==> src/rtl/usb_spi_arbiter_if.sv <==
// Bundle of requester handshakes, completion response and SPI pins for usb_spi_arbiter.
// The arbiter takes the slave side; requesters and the chip model take the master side.
interface usb_spi_arbiter_if;
  logic       req0_valid;
  logic       req0_write;
  logic [4:0] req0_reg;
  logic [7:0] req0_wdata;
  logic       req0_ready;
  logic       req1_valid;
  logic       req1_write;
  logic [4:0] req1_reg;
  logic [7:0] req1_wdata;
  logic       req1_ready;
  logic       rsp_valid;
  logic       rsp_id;
  logic [7:0] rsp_rdata;
  logic [7:0] rsp_status;
  logic       busy;
  logic       spi0_SCLK;
  logic       spi0_MOSI;
  logic       spi0_MISO;
  logic       spi0_SS_n;

  modport slave (
    input  req0_valid, req0_write, req0_reg, req0_wdata,
    input  req1_valid, req1_write, req1_reg, req1_wdata,
    input  spi0_MISO,
    output req0_ready, req1_ready,
    output rsp_valid, rsp_id, rsp_rdata, rsp_status, busy,
    output spi0_SCLK, spi0_MOSI, spi0_SS_n
  );

  modport master (
    output req0_valid, req0_write, req0_reg, req0_wdata,
    output req1_valid, req1_write, req1_reg, req1_wdata,
    output spi0_MISO,
    input  req0_ready, req1_ready,
    input  rsp_valid, rsp_id, rsp_rdata, rsp_status, busy,
    input  spi0_SCLK, spi0_MOSI, spi0_SS_n
  );
endinterface

==> src/rtl/usb_spi_arbiter.sv <==
// Round-robin arbiter between two MAX3421E register requesters, each grant serialised
// into one 2-byte SPI mode-0 transaction (command byte, data byte).
//
//   state | meaning
//   IDLE  | arbitrate; accept a request and latch its payload
//   SETUP | SS_n low, first MOSI bit presented, SCLK low for CLK_DIV cycles
//   SHIFT | 16 SCLK high phases and the low phases between them
//   HOLD  | low phase after the last SCLK fall, SS_n still low
//   GAP   | SS_n high, response pulsed on entry, then back to IDLE
module usb_spi_arbiter #(
  parameter int CLK_DIV = 2
) (
  input logic              clk_clk,
  input logic              reset_reset_n,
  usb_spi_arbiter_if.slave bus
);

  if (CLK_DIV < 1 || CLK_DIV > 255) begin : g_div_check
    $error("usb_spi_arbiter: CLK_DIV must be in 1..255");
  end

  localparam logic [7:0] DIV_LOAD = 8'(CLK_DIV - 1);

  typedef enum logic [2:0] {IDLE, SETUP, SHIFT, HOLD, GAP} state_t;

  state_t      state, state_nxt;
  logic [7:0]  cnt;
  logic [3:0]  bit_cnt;
  logic [15:0] tx_sr;
  logic [15:0] rx_sr;
  logic        sclk, mosi, ss_n, busy;
  logic        owner, last_grant;
  logic        rsp_valid, rsp_id;
  logic [7:0]  rsp_rdata, rsp_status;
  logic        tc, accept, grant_vld, grant_id;
  logic [15:0] word;

  assign tc = (cnt == 8'd0);

  always_comb begin
    grant_vld = bus.req0_valid | bus.req1_valid;
    if (bus.req0_valid && bus.req1_valid)
      grant_id = ~last_grant;
    else
      grant_id = bus.req1_valid;
  end

  always_comb begin
    word = 16'h0000;
    if (grant_id)
      word = {bus.req1_reg, 1'b0, bus.req1_write, 1'b0,
              bus.req1_write ? bus.req1_wdata : 8'h00};
    else
      word = {bus.req0_reg, 1'b0, bus.req0_write, 1'b0,
              bus.req0_write ? bus.req0_wdata : 8'h00};
  end

  always_ff @(posedge clk_clk) begin
    if (!reset_reset_n)
      state <= IDLE;
    else
      state <= state_nxt;
  end

  always_comb begin
    state_nxt = state;
    accept    = 1'b0;
    case (state)
      IDLE: begin
        if (grant_vld && reset_reset_n) begin
          accept    = 1'b1;
          state_nxt = SETUP;
        end
      end
      SETUP:   if (tc) state_nxt = SHIFT;
      SHIFT:   if (tc && sclk && bit_cnt == 4'd15) state_nxt = HOLD;
      HOLD:    if (tc) state_nxt = GAP;
      GAP:     if (tc) state_nxt = IDLE;
      default: state_nxt = IDLE;
    endcase
  end

  assign bus.req0_ready = accept & ~grant_id;
  assign bus.req1_ready = accept & grant_id;

  // SCLK is registered, so a phase ends on the terminal count and the next phase
  // starts on the same edge; MISO is sampled on the edge that raises SCLK.
  always_ff @(posedge clk_clk) begin
    if (!reset_reset_n) begin
      cnt        <= 8'd0;
      bit_cnt    <= 4'd0;
      tx_sr      <= 16'h0000;
      rx_sr      <= 16'h0000;
      sclk       <= 1'b0;
      mosi       <= 1'b0;
      ss_n       <= 1'b1;
      busy       <= 1'b0;
      owner      <= 1'b0;
      last_grant <= 1'b1;
      rsp_valid  <= 1'b0;
      rsp_id     <= 1'b0;
      rsp_rdata  <= 8'h00;
      rsp_status <= 8'h00;
    end else begin
      rsp_valid <= 1'b0;
      if (!tc)
        cnt <= cnt - 8'd1;
      case (state)
        IDLE: begin
          if (accept) begin
            cnt        <= DIV_LOAD;
            bit_cnt    <= 4'd0;
            tx_sr      <= word;
            rx_sr      <= 16'h0000;
            mosi       <= word[15];
            ss_n       <= 1'b0;
            busy       <= 1'b1;
            owner      <= grant_id;
            last_grant <= grant_id;
          end
        end
        SETUP: begin
          if (tc) begin
            cnt   <= DIV_LOAD;
            sclk  <= 1'b1;
            rx_sr <= {rx_sr[14:0], bus.spi0_MISO};
          end
        end
        SHIFT: begin
          if (tc) begin
            cnt <= DIV_LOAD;
            if (sclk) begin
              sclk <= 1'b0;
              if (bit_cnt == 4'd15) begin
                mosi <= 1'b0;
              end else begin
                mosi    <= tx_sr[14];
                tx_sr   <= {tx_sr[14:0], 1'b0};
                bit_cnt <= bit_cnt + 4'd1;
              end
            end else begin
              sclk  <= 1'b1;
              rx_sr <= {rx_sr[14:0], bus.spi0_MISO};
            end
          end
        end
        HOLD: begin
          if (tc) begin
            cnt        <= DIV_LOAD;
            ss_n       <= 1'b1;
            rsp_valid  <= 1'b1;
            rsp_id     <= owner;
            rsp_status <= rx_sr[15:8];
            rsp_rdata  <= rx_sr[7:0];
          end
        end
        GAP: begin
          if (tc)
            busy <= 1'b0;
        end
        default: ;
      endcase
    end
  end

  assign bus.spi0_SCLK  = sclk;
  assign bus.spi0_MOSI  = mosi;
  assign bus.spi0_SS_n  = ss_n;
  assign bus.busy       = busy;
  assign bus.rsp_valid  = rsp_valid;
  assign bus.rsp_id     = rsp_id;
  assign bus.rsp_rdata  = rsp_rdata;
  assign bus.rsp_status = rsp_status;

endmodule

==> src/flat_wrapper.sv <==
// flat-port wrapper written by rule: the top's interface ports become plain ports
module usb_spi_arbiter_flat 
#(
  parameter int CLK_DIV = 2
)
  (clk_clk, reset_reset_n, bus_req0_valid, bus_req0_write, bus_req0_reg, bus_req0_wdata, bus_req1_valid, bus_req1_write, bus_req1_reg, bus_req1_wdata, bus_spi0_MISO, bus_req0_ready, bus_req1_ready, bus_rsp_valid, bus_rsp_id, bus_rsp_rdata, bus_rsp_status, bus_busy, bus_spi0_SCLK, bus_spi0_MOSI, bus_spi0_SS_n);
  usb_spi_arbiter_if bus_i ();
  input logic clk_clk;
  input logic reset_reset_n;
  input wire logic [$bits(bus_i.req0_valid)-1:0] bus_req0_valid;
  input wire logic [$bits(bus_i.req0_write)-1:0] bus_req0_write;
  input wire logic [$bits(bus_i.req0_reg)-1:0] bus_req0_reg;
  input wire logic [$bits(bus_i.req0_wdata)-1:0] bus_req0_wdata;
  input wire logic [$bits(bus_i.req1_valid)-1:0] bus_req1_valid;
  input wire logic [$bits(bus_i.req1_write)-1:0] bus_req1_write;
  input wire logic [$bits(bus_i.req1_reg)-1:0] bus_req1_reg;
  input wire logic [$bits(bus_i.req1_wdata)-1:0] bus_req1_wdata;
  input wire logic [$bits(bus_i.spi0_MISO)-1:0] bus_spi0_MISO;
  output wire logic [$bits(bus_i.req0_ready)-1:0] bus_req0_ready;
  output wire logic [$bits(bus_i.req1_ready)-1:0] bus_req1_ready;
  output wire logic [$bits(bus_i.rsp_valid)-1:0] bus_rsp_valid;
  output wire logic [$bits(bus_i.rsp_id)-1:0] bus_rsp_id;
  output wire logic [$bits(bus_i.rsp_rdata)-1:0] bus_rsp_rdata;
  output wire logic [$bits(bus_i.rsp_status)-1:0] bus_rsp_status;
  output wire logic [$bits(bus_i.busy)-1:0] bus_busy;
  output wire logic [$bits(bus_i.spi0_SCLK)-1:0] bus_spi0_SCLK;
  output wire logic [$bits(bus_i.spi0_MOSI)-1:0] bus_spi0_MOSI;
  output wire logic [$bits(bus_i.spi0_SS_n)-1:0] bus_spi0_SS_n;
  assign bus_i.req0_valid = bus_req0_valid;
  assign bus_i.req0_write = bus_req0_write;
  assign bus_i.req0_reg = bus_req0_reg;
  assign bus_i.req0_wdata = bus_req0_wdata;
  assign bus_i.req1_valid = bus_req1_valid;
  assign bus_i.req1_write = bus_req1_write;
  assign bus_i.req1_reg = bus_req1_reg;
  assign bus_i.req1_wdata = bus_req1_wdata;
  assign bus_i.spi0_MISO = bus_spi0_MISO;
  assign bus_req0_ready = bus_i.req0_ready;
  assign bus_req1_ready = bus_i.req1_ready;
  assign bus_rsp_valid = bus_i.rsp_valid;
  assign bus_rsp_id = bus_i.rsp_id;
  assign bus_rsp_rdata = bus_i.rsp_rdata;
  assign bus_rsp_status = bus_i.rsp_status;
  assign bus_busy = bus_i.busy;
  assign bus_spi0_SCLK = bus_i.spi0_SCLK;
  assign bus_spi0_MOSI = bus_i.spi0_MOSI;
  assign bus_spi0_SS_n = bus_i.spi0_SS_n;
  usb_spi_arbiter #(.CLK_DIV(CLK_DIV)) u_core (.clk_clk(clk_clk), .reset_reset_n(reset_reset_n), .bus(bus_i));
endmodule
==> config.mk <==
export PLATFORM = sky130hd
export DESIGN_NAME = usb_spi_arbiter_flat
export DESIGN_NICKNAME = d
export VERILOG_FILES = /design/src/rtl/usb_spi_arbiter_if.sv /design/src/rtl/usb_spi_arbiter.sv /design/src/flat_wrapper.sv
export SDC_FILE = /design/constraint.sdc
export NUM_CORES = 1
export LEC_CHECK = 0
export ABC_AREA = 0
export CAP_MARGIN = 30
export CORE_AREA = 2 2 78 80
export CTS_CLUSTER_DIAMETER = 150
export DETAILED_ROUTE_END_ITERATION = 10
export DIE_AREA = 0 0 80 82
export HOLD_SLACK_MARGIN = 0.1
export PLACE_DENSITY_LB_ADDON = 0.1
export SLEW_MARGIN = 5
export SYNTH_ARGS = -nofsm -noshare
export SYNTH_HDL_FRONTEND = slang
export SYNTH_SLANG_ARGS = --single-unit
==> constraint.sdc <==
create_clock -name clk_clk -period 3.66 [get_ports clk_clk]
set_input_delay 0.549 -clock clk_clk [delete_from_list [all_inputs] [get_ports clk_clk]]
set_output_delay 0.549 -clock clk_clk [all_outputs]
set_load 0.1 [all_outputs]
==> metrics.txt <==
# TYPE chip_impl_metric gauge
chip_impl_metric{name="h_tree_depth_reported_by_cts",unit=""} 3
chip_impl_metric{name="global_route.usage.met3",unit=""} 0.0385
chip_impl_metric{name="core_area",unit="sq mm"} 0.00575
chip_impl_metric{name="detailedPlacementHpwl",unit="um"} 4810
chip_impl_metric{name="multi_input_area",unit="sq mm"} 0.00153
chip_impl_metric{name="setup_viol",unit=""} 0
chip_impl_metric{name="path_buf_inv",unit=""} 2
chip_impl_info{name="timing.critical_path.from_type",value="input pin"} 1
chip_impl_metric{name="timing.final.hold_violations",unit=""} 0
chip_impl_info{name="post_synth_most_frequent_cells",value="dfxtp_1 (70), nand2_1 (45), a21boi_0 (22)"} 1
chip_impl_metric{name="die_x",unit="um"} 80
chip_impl_metric{name="synthesis.instances",unit=""} 336
chip_impl_metric{name="floorplan.die.height",unit="um"} 82
chip_impl_info{name="crit_chain",value="clkdlybuf4s50_1 -> o21ba_2 -> nand3_1 -> nor2_1 -> buf_12"} 1
chip_impl_metric{name="number_of_global_route_vias_before_repair",unit=""} 2525
chip_impl_info{name="cts_tree",value="yes"} 1
chip_impl_info{name="worst-setup-path-type",value="in2out"} 1
chip_impl_metric{name="normalized_max_slew_margin",unit=""} 0.343
chip_impl_metric{name="leakage",unit="nW"} 1.34
chip_impl_metric{name="nNetsFinal",unit=""} 419
chip_impl_metric{name="tns_setup",unit="ps"} 0
chip_impl_metric{name="drt_first_iter_violations",unit=""} 107
chip_impl_metric{name="worst-endpoint-arrival",unit="ps"} 2290
chip_impl_metric{name="drt_pre_antenna_iters",unit=""} 4
chip_impl_metric{name="gp_congestion",unit=""} 0.792
chip_impl_metric{name="worst_ir_drop_on_vdd",unit="mV"} 0.415
chip_impl_info{name="run_status",value="completed"} 1
chip_impl_metric{name="seq_area_frac_synth",unit=""} 0.457
chip_impl_info{name="yosys-top-cells-area",value="dfxtp_1 (46%), nand2_1 (5.5%), a21boi_0 (5.4%), a22o_1 (4.6%), o2111ai_1 (3.4%)"} 1
chip_impl_metric{name="fillCellCount",unit=""} 493
chip_impl_metric{name="antenna_cells_inserted",unit=""} 0
chip_impl_metric{name="met2_usage_in_global_routing",unit=""} 0.390
chip_impl_metric{name="cts_inserted_buffers",unit=""} 9
chip_impl_metric{name="num_io_pins",unit=""} 57
chip_impl_metric{name="count_of_nets_left_with_antenna_violations_after_detail_routing",unit=""} 0
chip_impl_metric{name="detail_route.wirelength",unit="um"} 6910
chip_impl_metric{name="cts_sinks",unit=""} 70
chip_impl_metric{name="placed_area",unit="sq mm"} 0.00367
chip_impl_info{name="path_delay_family",value="simple AND/OR/NAND/NOR gates"} 1
chip_impl_info{name="synth_most_common_cell",value="dfxtp_1"} 1
chip_impl_info{name="global_route.peak_usage_layer",value="met2"} 1
chip_impl_metric{name="port_buffers",unit=""} 56
chip_impl_metric{name="postLayoutCellArea",unit="sq mm"} 0.00386
chip_impl_metric{name="global_routing_usage_summed_across_all_routing_layers",unit=""} 0.225
chip_impl_metric{name="postCtsSetupRepairBufs",unit=""} 0
chip_impl_metric{name="synth_net_count",unit=""} 373
chip_impl_metric{name="synth_enable_flop_cells",unit=""} 0
chip_impl_info{name="rsz0062_at_grt",value="no"} 1
chip_impl_metric{name="ys_async_sr_fraction",unit=""} 0
chip_impl_metric{name="rows",unit=""} 28
chip_impl_metric{name="groute.layer.met1.usage",unit=""} 0.275
chip_impl_metric{name="footprint_of_the_flip_flops_and_latches",unit="sq mm"} 0.00140
chip_impl_metric{name="timing.final.crit_period",unit="ps"} 2840
chip_impl_metric{name="grt_start_max_net_pins",unit=""} 58
chip_impl_metric{name="worst-path-max-fanout",unit=""} 16
chip_impl_metric{name="grt_antenna_before_repair",unit=""} 0
chip_impl_metric{name="final.period_utilization",unit=""} 0.776
chip_impl_metric{name="power.density_cell_area",unit="mW/mm^2"} 614
chip_impl_metric{name="max-cap-violations",unit=""} 0
chip_impl_metric{name="final_max_slew_viol_count",unit=""} 0
chip_impl_info{name="synth_area_leader_cell",value="dfxtp_1"} 1
chip_impl_metric{name="global_route.overflow_total",unit=""} 0
chip_impl_info{name="postSynth.topFlopCell",value="dfxtp_1"} 1
chip_impl_metric{name="fin_skew",unit="ps"} 8.56
chip_impl_metric{name="via_count",unit=""} 2654
chip_impl_metric{name="hold_buffers",unit=""} 0
chip_impl_metric{name="avgViaCountPerCell",unit=""} 5.76
chip_impl_metric{name="detail_route.wl_per_cell",unit="um"} 15.0
chip_impl_metric{name="area_delta_synth_final",unit="%"} 25.9
chip_impl_info{name="cp-end-kind",value="output port"} 1
chip_impl_metric{name="worstPathRequired",unit="ps"} 3110
chip_impl_metric{name="synth_cell_type_count",unit=""} 52
chip_impl_metric{name="drc_errors",unit=""} 0
chip_impl_metric{name="yosys.area.top_type_share",unit=""} 0.457
chip_impl_metric{name="syn-mean-instance-area",unit="sq um"} 9.13
chip_impl_metric{name="synth.ff_latch_count",unit=""} 70
chip_impl_metric{name="critical_path.max_stage_delay",unit="ps"} 520
chip_impl_metric{name="ys_warn_count",unit=""} 0
chip_impl_metric{name="worst_slew_pin_slew",unit="ps"} 982
chip_impl_metric{name="post_synth_design_cell_area",unit="sq mm"} 0.00307
chip_impl_info{name="timing.hold.worst.class",value="reg2reg"} 1
chip_impl_info{name="clock_tree_root_driver_cell",value="clkbuf_8"} 1
chip_impl_metric{name="grt_pass1_wl",unit="um"} 11500
chip_impl_metric{name="die_area",unit="sq mm"} 0.00656
chip_impl_metric{name="drive_gt1_frac",unit=""} 0.0829
chip_impl_info{name="worst_path_max_delay_cell",value="clkdlybuf4s50_1"} 1
chip_impl_metric{name="cts_repair_resize_count",unit=""} 0
chip_impl_metric{name="max-clock-path-buffers",unit=""} 2
chip_impl_metric{name="achievable-frequency",unit="MHz"} 352
chip_impl_metric{name="floorplan.initialDensity",unit=""} 0.534
chip_impl_metric{name="clkTransAtPathRegs",unit="ps"} 70
chip_impl_metric{name="clk_latency",unit="ps"} 340
through the flow:
stage	hold WS [ps]	setup slack (ps)	cells	total power, mW	utilization
global route	480	703	461	2.51	0.672
global placement	450	842	446	1.76	0.639
finish	461	819	461	2.37	0.672
floorplan	435	532	336	1.57	-
detailed placement	455	838	446	1.78	0.639
CTS	466	844	461	2.38	0.672
report_power, final:
group / internal (mW) / leakage, nW / total, mW / switching (mW)
Combinational: 0.308 / 0.678 / 0.820 / 0.512
Clock: 0.309 / 0.0911 / 0.598 / 0.288
Sequential: 0.853 / 0.568 / 0.950 / 0.0971
area by class of cell:
type,count,share of cell area
multi-input combinational,233,0.396
clock buffer,9,0.0321
inverter,6,0.00583
clock inverter,6,0.0165
timing repair buffer,62,0.162
sequential,70,0.363
tap,75,0.0243
cell families (layout without fill, tap and decap cells):
logic type,after synthesis,in the layout,share of synthesized area
multiplexers,2,2,0.00653
flip-flops,70,70,0.457
AND/OR/NAND/NOR,104,104,0.172
adder cells (fa/ha/maj),4,4,0.0163
buffers and inverters,33,83,0.0445
AO/OA/AOI/OAI,116,116,0.284
XOR/XNOR,7,7,0.0200
registers in the layout (all words and copies together) (netlist names):
register,flops
u_core.rx_sr,16
u_core.tx_sr,15
u_core.bus.rsp_rdata,8
u_core.bus.rsp_status,8
u_core.cnt,8
u_core.bit_cnt,4
u_core.state,3
u_core.bus.busy,1
u_core.bus.rsp_id,1
u_core.bus.rsp_valid,1
u_core.bus.spi0_MOSI,1
u_core.bus.spi0_SCLK,1
u_core.bus.spi0_SS_n,1
u_core.last_grant,1
u_core.owner,1
worst register-to-register path, cell delays in order (launching register included):
cell and delay (ps):
dfxtp_1 580, or3b_2 650, or4_4 600, a221o_1 410, a21boi_2 120
metal layers:
| metal | wire (um) | up-vias |
|---|---|---|
| met5 | 0 | - |
| met4 | 131 | 0 |
| met1 | 3220 | 1234 |
| met2 | 3290 | 66 |
| met3 | 262 | 11 |
| li1 | - | 1343 |
layout by cell type, fill, tap and decap left out, types with 3 or more instances in the layout:
| master | netlist | layout |
|---|---|---|
| inv_1 | 5 | 5 |
| nor2b_1 | 6 | 6 |
| ha_1 | 4 | 4 |
| a21boi_0 | 22 | 22 |
| clkbuf_8 | 0 | 9 |
| nor2_1 | 16 | 16 |
| and4_1 | 3 | 3 |
| nand2_1 | 45 | 45 |
| o21ai_0 | 19 | 19 |
| buf_4 | 0 | 6 |
| a21oi_1 | 7 | 7 |
| o31ai_1 | 11 | 11 |
| a221oi_1 | 7 | 7 |
| o2111ai_1 | 12 | 12 |
| dfxtp_1 | 70 | 70 |
| xnor2_1 | 5 | 5 |
| a22o_1 | 16 | 16 |
| a211oi_1 | 7 | 7 |
| nor3_1 | 3 | 3 |
| clkdlybuf4s50_1 | 0 | 54 |
| nand3_1 | 12 | 12 |
worst paths after layout:
path                            cells past startpoint                     start  slack, ps                        to
worst max-delay path                                5            bus_req1_valid        820            bus_req1_ready
worst min-delay path                                2  u_core.bus.rsp_status[2]        460  u_core.bus.rsp_status[2]
worst max register to register                      4           u_core.state[1]       1240      u_core.bus.spi0_MOSI
worst min register to register                      2  u_core.bus.rsp_status[2]        460  u_core.bus.rsp_status[2]
No activity file was read; power rests on OpenSTA's default activity.
